<file path="config.mk">
export PLATFORM = sky130hd
export DESIGN_NAME = bp_update_sched
export DESIGN_NICKNAME = d
export VERILOG_FILES = /design/src/rtl/bp_update_sched.sv
export SDC_FILE = /design/constraint.sdc
export NUM_CORES = 1
export LEC_CHECK = 0
export CAP_MARGIN = 20
export CELL_PAD_IN_SITES_DETAIL_PLACEMENT = 1
export CELL_PAD_IN_SITES_GLOBAL_PLACEMENT = 2
export CORE_ASPECT_RATIO = 1.25
export CORE_MARGIN = 4
export CORE_UTILIZATION = 47
export DETAILED_ROUTE_END_ITERATION = 7
export DONT_BUFFER_PORTS = 1
export PLACE_DENSITY = 0.81
export SYNTH_ARGS = -nofsm -noshare
export SYNTH_HDL_FRONTEND = slang
export SYNTH_SLANG_ARGS = --single-unit
</file>
<file path="constraint.sdc">
create_clock -name clk -period 4.66 [get_ports clk]
set_input_delay 0.932 -clock clk [delete_from_list [all_inputs] [get_ports clk]]
set_output_delay 0.932 -clock clk [all_outputs]
set_load 0.1 [all_outputs]
</file>
<file path="src/rtl/bp_update_sched.sv">
// Branch predictor update scheduler.
// Collects up to two in-order branch commits per cycle into a small FIFO and
// issues at most one predictor update per cycle. After a mispredict update a
// configurable number of idle cycles is inserted so history repair settles
// before the next update is presented.
module bp_update_sched #(
  parameter int DEPTH    = 4,
  parameter int PC_W     = 32,
  parameter int MISP_GAP = 2
) (
  input  logic            clk,
  input  logic            rst,
  input  logic            c0_valid,
  input  logic [PC_W-1:0] c0_pc,
  input  logic            c0_taken,
  input  logic [PC_W-1:0] c0_target,
  input  logic            c0_misp,
  input  logic            c1_valid,
  input  logic [PC_W-1:0] c1_pc,
  input  logic            c1_taken,
  input  logic [PC_W-1:0] c1_target,
  input  logic            c1_misp,
  output logic            commit_ready,
  output logic            branch_commit,
  output logic [PC_W-1:0] pc_head,
  output logic            direct_resolved,
  output logic [PC_W-1:0] pc_resolved,
  output logic            direct_mispredict,
  output logic            drop_err
);

  localparam int CNT_W = $clog2(DEPTH + 1);
  localparam int PTR_W = $clog2(DEPTH);
  localparam int GAP_W = (MISP_GAP > 0) ? $clog2(MISP_GAP + 1) : 1;

  localparam logic [CNT_W-1:0] DEPTH_C  = CNT_W'(DEPTH);
  localparam logic [CNT_W-1:0] TWO_C    = CNT_W'(2);
  localparam logic [CNT_W-1:0] CNT_ZERO = {CNT_W{1'b0}};
  localparam logic [PTR_W-1:0] PTR_ZERO = {PTR_W{1'b0}};
  localparam logic [PTR_W-1:0] PTR_ONE  = PTR_W'(1);
  localparam logic [GAP_W-1:0] GAP_ZERO = {GAP_W{1'b0}};
  localparam logic [GAP_W-1:0] GAP_ONE  = GAP_W'(1);
  localparam logic [GAP_W-1:0] GAP_INIT = GAP_W'(MISP_GAP);

  typedef struct packed {
    logic [PC_W-1:0] pc;
    logic            taken;
    logic [PC_W-1:0] target;
    logic            misp;
  } entry_t;

  typedef enum logic [0:0] {
    ST_IDLE = 1'b0,
    ST_GAP  = 1'b1
  } state_t;

  // Storage and bookkeeping
  entry_t            mem_r [DEPTH];
  logic [CNT_W-1:0]  count_r;
  logic [PTR_W-1:0]  rd_ptr_r;
  logic [PTR_W-1:0]  wr_ptr_r;
  logic              commit_ready_r;
  logic              drop_err_r;

  // Issue state
  state_t            state_r;
  logic [GAP_W-1:0]  gap_cnt_r;
  logic              branch_commit_r;
  logic [PC_W-1:0]   pc_head_r;
  logic              direct_resolved_r;
  logic [PC_W-1:0]   pc_resolved_r;
  logic              direct_mispredict_r;

  // Next-state helpers
  logic              wr0_s;
  logic              wr1_s;
  logic              drop_s;
  logic [PTR_W-1:0]  wr_slot1_s;
  logic [CNT_W-1:0]  n_enq_s;
  logic              deq_s;
  logic [CNT_W-1:0]  count_nxt_s;
  logic              ready_nxt_s;
  entry_t            head_s;
  entry_t            c0_ent_s;
  entry_t            c1_ent_s;

  // Accept/drop decision per lane; a lane-0 mispredict squashes lane 1.
  always_comb begin
    wr0_s  = 1'b0;
    wr1_s  = 1'b0;
    drop_s = 1'b0;
    if (commit_ready_r) begin
      wr0_s = c0_valid;
      wr1_s = c1_valid & ~(c0_valid & c0_misp);
    end else begin
      drop_s = c0_valid | c1_valid;
    end
  end

  // Entry packing, slot selection and occupancy arithmetic.
  always_comb begin
    c0_ent_s    = '{pc: c0_pc, taken: c0_taken, target: c0_target, misp: c0_misp};
    c1_ent_s    = '{pc: c1_pc, taken: c1_taken, target: c1_target, misp: c1_misp};
    head_s      = mem_r[rd_ptr_r];
    if (wr0_s) begin
      wr_slot1_s = wr_ptr_r + PTR_ONE;
    end else begin
      wr_slot1_s = wr_ptr_r;
    end
    n_enq_s     = CNT_W'(wr0_s) + CNT_W'(wr1_s);
    deq_s       = (state_r == ST_IDLE) && (count_r != CNT_ZERO);
    count_nxt_s = count_r + n_enq_s - CNT_W'(deq_s);
    ready_nxt_s = ((DEPTH_C - count_nxt_s) >= TWO_C);
  end

  // FIFO payload writes: lane 0 first, lane 1 packed right behind it.
  always_ff @(posedge clk) begin
    if (wr0_s) begin
      mem_r[wr_ptr_r] <= c0_ent_s;
    end
    if (wr1_s) begin
      mem_r[wr_slot1_s] <= c1_ent_s;
    end
  end

  // FIFO pointers, occupancy, accept flag and sticky drop error.
  always_ff @(posedge clk) begin
    if (rst) begin
      count_r        <= CNT_ZERO;
      rd_ptr_r       <= PTR_ZERO;
      wr_ptr_r       <= PTR_ZERO;
      commit_ready_r <= 1'b1;
      drop_err_r     <= 1'b0;
    end else begin
      count_r        <= count_nxt_s;
      wr_ptr_r       <= wr_ptr_r + PTR_W'(n_enq_s);
      rd_ptr_r       <= rd_ptr_r + PTR_W'(deq_s);
      commit_ready_r <= ready_nxt_s;
      drop_err_r     <= drop_err_r | drop_s;
    end
  end

  // Issue FSM: pop one entry per cycle, then idle MISP_GAP cycles after a mispredict.
  always_ff @(posedge clk) begin
    if (rst) begin
      state_r             <= ST_IDLE;
      gap_cnt_r           <= GAP_ZERO;
      branch_commit_r     <= 1'b0;
      pc_head_r           <= {PC_W{1'b0}};
      direct_resolved_r   <= 1'b0;
      pc_resolved_r       <= {PC_W{1'b0}};
      direct_mispredict_r <= 1'b0;
    end else begin
      case (state_r)
        ST_IDLE: begin
          if (deq_s) begin
            branch_commit_r     <= 1'b1;
            pc_head_r           <= head_s.pc;
            direct_resolved_r   <= head_s.taken;
            pc_resolved_r       <= head_s.target;
            direct_mispredict_r <= head_s.misp;
            if (head_s.misp && (MISP_GAP > 0)) begin
              state_r   <= ST_GAP;
              gap_cnt_r <= GAP_INIT;
            end else begin
              state_r   <= ST_IDLE;
              gap_cnt_r <= GAP_ZERO;
            end
          end else begin
            branch_commit_r     <= 1'b0;
            direct_mispredict_r <= 1'b0;
          end
        end
        ST_GAP: begin
          branch_commit_r     <= 1'b0;
          direct_mispredict_r <= 1'b0;
          if (gap_cnt_r <= GAP_ONE) begin
            state_r   <= ST_IDLE;
            gap_cnt_r <= GAP_ZERO;
          end else begin
            state_r   <= ST_GAP;
            gap_cnt_r <= gap_cnt_r - GAP_ONE;
          end
        end
        default: begin
          state_r             <= ST_IDLE;
          gap_cnt_r           <= GAP_ZERO;
          branch_commit_r     <= 1'b0;
          direct_mispredict_r <= 1'b0;
        end
      endcase
    end
  end

  assign commit_ready      = commit_ready_r;
  assign branch_commit     = branch_commit_r;
  assign pc_head           = pc_head_r;
  assign direct_resolved   = direct_resolved_r;
  assign pc_resolved       = pc_resolved_r;
  assign direct_mispredict = direct_mispredict_r;
  assign drop_err          = drop_err_r;

endmodule

</file>
# Word level (Yosys, flattened, before mapping)
# Memories as Yosys holds them, arrays and structs flattened. A register that Yosys moved wholly into a read port is not among the register bits.
# Index checks and enable logic that the tools add are counted.
[totals] reg_bits=79 mem_bits_rw=264 out_inout_bits=69 elab_cells=54 memories=1
[op_classes] n_addsub=8 magnitude_cmp=2 eq_ne=1 mux=21 bitwise_logic=6 n_reduce_logical=3
[mem_list] name="mem_r" words=4 word_bits=66 read_ports=1 rd_ports_with_merged_regs=1 wr=2 line_no="58" source="entry_t mem_r [DEPTH];"
[op_table] cell="1-bit 2-to-1 mux" n=12
[op_table] cell="2-bit 2-to-1 mux" n=5
[op_table] cell="1-bit one-hot mux with 2 select lines" n=3
[op_table] cell="2-bit one-hot mux with 2 select lines" n=1
[op_table] cell="3-bit by 2-bit adder with 3-bit output" n=1
[op_table] cell="3-bit by 2-bit greater-or-equal comparator with 1-bit output (second input constant)" n=1
[op_table] cell="3-bit nonzero test" n=1
[op_table] cell="3-bit by 1-bit subtractor with 3-bit output" n=1
[op_table] cell="3-bit subtractor (first input constant)" n=1
[op_table] cell="1-bit by 1-bit adder with 2-bit output" n=1
[op_table] cell="2-bit by 1-bit adder with 2-bit output" n=1
[op_table] cell="2-bit by 1-bit adder with 2-bit output (second input constant)" n=1
[op_table] cell="2-bit adder" n=1
[op_table] cell="1-bit bitwise AND" n=2
[op_table] cell="2-bit by 1-bit less-or-equal comparator with 1-bit output (second input constant)" n=1
[op_table] cell="2-bit != test (second input constant)" n=1
[op_table] cell="1-bit inverter" n=2
[op_table] cell="1-bit OR" n=2
[op_table] cell="2-bit AND reduction" n=1
[op_table] cell="2-bit by 1-bit subtractor with 2-bit output (second input constant)" n=1
[op_table] cell="1-bit logical AND" n=1

# Depth between registers and ports, before layout
[depth] word_depth=9 mapped_depth=14 mapped_depth_nobuf=13

# Worst setup path before layout
# OpenSTA, ideal clock, no wires.
[synth_timing] path_kind="input port to flip-flop" start="in c0_valid" end="mem mem_r[0][0] in the netlist's numbering, enable pin" setup_time_ns=0.426 arrival_time_ns=3.381 required_ns=4.234 slack_ns=0.854 stages=6 n_path_buf=3 cell_sequence="buf_6 -> mux2_4 -> a211o_1 -> buf_6 -> buf_6 -> nand2_1"
[synth_rtl] item="from (decl)" line_no="13" source="input logic c0_valid,"
[synth_rtl] item="to (decl)" line_no="58"

# Worst setup path after layout
[layout_timing] start="reg commit_ready_r, in the netlist commit_ready" end="reg commit_ready_r, in the netlist commit_ready"
[layout_between] elab_chain_cells=6 word_cells_on_any_way=7 cone_classes="4 x add/sub; 1 x order compare; 2 x mux"
[layout_rtl] item="from (decl)" line_no="62" source="logic commit_ready_r;"
[layout_rtl] item="from (signal assigned)" line_no="138" source="commit_ready_r <= ready_nxt_s;"
[layout_rtl] item="1-bit 2-to-1 mux" line_no="92" source="if (commit_ready_r) begin"
[layout_rtl] item="1-bit by 1-bit adder with 2-bit output *" line_no="110" source="n_enq_s = CNT_W'(wr0_s) + CNT_W'(wr1_s);"
[layout_rtl] item="3-bit by 2-bit adder with 3-bit output *" line_no="112" source="count_nxt_s = count_r + n_enq_s - CNT_W'(deq_s);"
[layout_rtl] item="3-bit by 1-bit subtractor with 3-bit output *" line_no="112"
[layout_rtl] item="via count_nxt_s[1]" line_no="81" source="logic [CNT_W-1:0] count_nxt_s;"
[layout_rtl] item="3-bit subtractor *" line_no="113" source="ready_nxt_s = ((DEPTH_C - count_nxt_s) >= TWO_C);"
[layout_rtl] item="3-bit by 2-bit greater-or-equal comparator with 1-bit output *" line_no="113"
# Mark *: on every way through the listed nets, which the timed path passes. The rest lies on a longest branch.
# A chain may end at the register's enable or synchronous reset.

==> impl_metrics.yaml <==
outcome:
  status: "finished, final reports clean"
pwr:
  pwr-share-clk: 0.215
  internal_power_mw: 7.16
  seqPwrFrac: 0.570
  p_leak_nw: 5.80
  power.total_mw: 12.4
  ir_drop_uv: 547
  switching_power_mw: 5.22
  pwr-share-comb: 0.215
  swShare: 0.422
  power_density_mw_per_mm2: 726
grt:
  grt_usage: 0.204
  grt_pass1_wl_um: 55400
  antenna_found_initial: 0
  overflow: 0
  grt_pass1_vias: 9127
  grt_start_max_net_pins: 68
clocking:
  cts_resized: 0
  clkTransAtPathRegs_ns: 0.06
  h-tree-depth: 2
  clockBufferDepth: 3
  cts-root-buf: "clkbuf_16"
  cts_tree: "yes"
  clk_latency_ns: 0.53
  cts_setup_buffers: 0
  numCtsBuffers: 35
  holdBufCountCts: 0
  clkSinkCount: 343
sta:
  rsz0062_at_grt: "false"
  max-slew-margin-rel: 0.251
  tightest_slew_ns: 1.12
  final_max_slew_viol_count: 0
  hold_violations: 0
  setup_viol: 0
  fin_tns_setup_ns: 0
  fmax_mhz: 303
  period_needed_ns: 3.30
  finalCritPeriodShare: 0.709
  skew_ns: 0.0174
synthesis:
  syn-instance-count: 874
  syn_area_mm2: 0.0155
  synthesis.nets: 1023
  synth_seq_cells: 343
  avgSynthCellArea_um2: 17.8
  synth_flop_cell: "edfxtp_1"
  yosysWarningCount: 0
  synth.yosys.seq_area_share: 0.613
  ys_top_cells_by_area: "edfxtp_1, mux2_2, dfxtp_1, mux4_2, a22o_1"
  yosysTopAreaCellShare: 0.511
  synth_edf_count: 264
  yosysTopAreaCell: "edfxtp_1"
  postSynth.asyncResetShare: 0
  synth.distinct_cells: 38
place:
  place.gp.congestion: 0.774
  port_buffers: 0
  placed_area_mm2: 0.0159
  dp_hpwl_um: 22000
drt:
  via_count: 7926
  drtIter0Drc: 362
  via_per_inst: 6.04
  drt_pass1_iterations: 4
  ant_nets: 0
  drc_errors: 0
  routed_wl_um: 36300
  wl_per_cell_um: 27.7
cells_and_area:
  design_area_mm2: 0.0170
  nets: 1018
  area_growth_pct: 9.82
  fin_util: 0.521
  antennaDiodeCount: 0
  layout-drive-gt1-share: 0.420
  multi_input_area_mm2: 0.00572
  register_area_mm2: 0.00952
  fillCellCount: 2907
floorplan:
  start_util: 0.475
  num_io_pins: 205
  dieArea_mm2: 0.0360
  num_rows: 74
  die_h_um: 211
  placeableCoreArea_mm2: 0.0327
  die_x_um: 171
setup_path:
  arrival_ns: 3.69
  r2r-end: "commit_ready"
  ff2ff_path_depth: 14
  required_ns: 5.05
  crit_type: "register to register"
  r2r_slack_ns: 1.36
  worstPathMaxFanout: 6
  startpoint_type: "register"
  end_kind: "register"
  r2r-start: "commit_ready"
hold_path:
  hold_depth: 1
  hold_path_end: "rd_ptr_r[1]"
  min-delay-start: "rst"
  hold_path_class: "input port to register"
job:
  drv_cap: 0
## layout by cell type (no fill, tap or decap), drive strengths merged
master   synthesis  final
nor2             6      6
clkinv           0      6
dfxtp           79     79
clkbuf          15     57
ha              12     12
fa               1      1
or3              1      1
buf             44     17
nor3b            1      1
a211oi           1      1
edfxtp         264    264
mux2i            2      2
o21bai           1      1
a21o             2      2
mux4            66     66
nor4b            1      1
nand4            1      1
nand2            8      8
o2111a           1      1
a211o            1      1
nand3b           1      1
and2             1      1
nor4             2      2
inv             13     13
nor2b            3      3
xnor2            5      5
o21ai            2      2
a21oi            5      5
nor3             2      2
a22o            65     65
o2111ai          1      1
mux2           265    265
or2              2      2
## registers in the layout, summed over array words and instances, names as in the netlist
signal,count
mem_r,264
pc_head,32
pc_resolved,32
count_r,3
gap_cnt_r,2
rd_ptr_r,2
wr_ptr_r,2
branch_commit,1
commit_ready,1
direct_mispredict,1
direct_resolved,1
drop_err,1
state_r,1
## metal layers
layer	track usage	vias up	part of all wire
li1	-	3499	-
met1	0.225	4161	0.36
met2	0.376	204	0.55
met3	0.0616	62	0.070
met4	0.0617	0	0.025
met5	0	-	0
## stage by stage
step / worst slack [ns] / hold WS, ns / std cells
2_1_floorplan: 0.854 / 0.436 / 874
3_3_place_gp: 1.29 / 0.445 / 1248
3_5_place_dp: 1.14 / 0.477 / 1249
4_1_cts: 1.36 / 0.445 / 1312
5_1_grt: 1.14 / 0.450 / 1313
6_report: 1.36 / 0.480 / 1313
## worst max-delay path by stage
stage                  from           end  slack, ns
2_1_floorplan      c0_valid   mem_r[0][0]       0.85
3_3_place_gp       c1_valid  commit_ready       1.29
3_5_place_dp       c0_valid  commit_ready       1.14
4_1_cts        commit_ready  commit_ready       1.36
5_1_grt        commit_ready  commit_ready       1.14
6_report       commit_ready  commit_ready       1.36
## worst max-delay path, stage by stage (launching register included)
cell and delay (ns):
dfxtp_1 0.31, buf_4 0.33, nand2_1 0.21, a21oi_1 0.19
ha_1 0.27, inv_1 0.07, ha_1 0.21, inv_1 0.06
ha_1 0.13, inv_1 0.05, fa_1 0.59, inv_1 0.07
ha_1 0.22, nor4b_1 0.33, mux2i_1 0.13
## logic make-up after synthesis
kind of cell	Yosys count	share of synthesized area
AO/OA/AOI/OAI	79	0.0431
XOR/XNOR	5	0.00282
adder cells (fa/ha/maj)	13	0.0110
buffers and inverters	72	0.0242
flip-flops	343	0.613
multiplexers	333	0.297
AND/OR/NAND/NOR	29	0.00960
## power groups by stage
stage	combinational [mW]	clock (mW)	sequential, mW
floorplan	2.13	0	6.85
global placement	2.60	0	7.09
detailed placement	2.69	0	7.14
CTS	2.71	2.73	7.09
global route	2.89	2.86	7.17
finish	2.66	2.66	7.06
## area by class of cell
type / count / share of cell area
multi-input cells: 459 / 0.336
well taps: 418 / 0.0307
inverters: 13 / 0.00286
clock buffers: 57 / 0.0611
clock inverters: 6 / 0.00154
repair buffers: 17 / 0.00962
flip-flops and latches: 343 / 0.558
## synthesized netlist by cell type, types with 2 or more instances
library cell,instances
dfxtp_1,79
nor3_1,2
inv_1,13
a21oi_1,5
mux4_2,66
mux2_1,29
nor4_1,2
buf_1,5
buf_6,5
o21ai_0,2
nor2b_1,3
a21o_1,2
edfxtp_1,264
buf_4,10
xnor2_1,5
nand2_1,8
nor2_1,6
ha_1,12
a22o_1,65
mux2_4,30
clkbuf_1,15
mux2_2,206
buf_2,24
mux2i_1,2
Note: power is estimated with default switching activity, not from simulation.
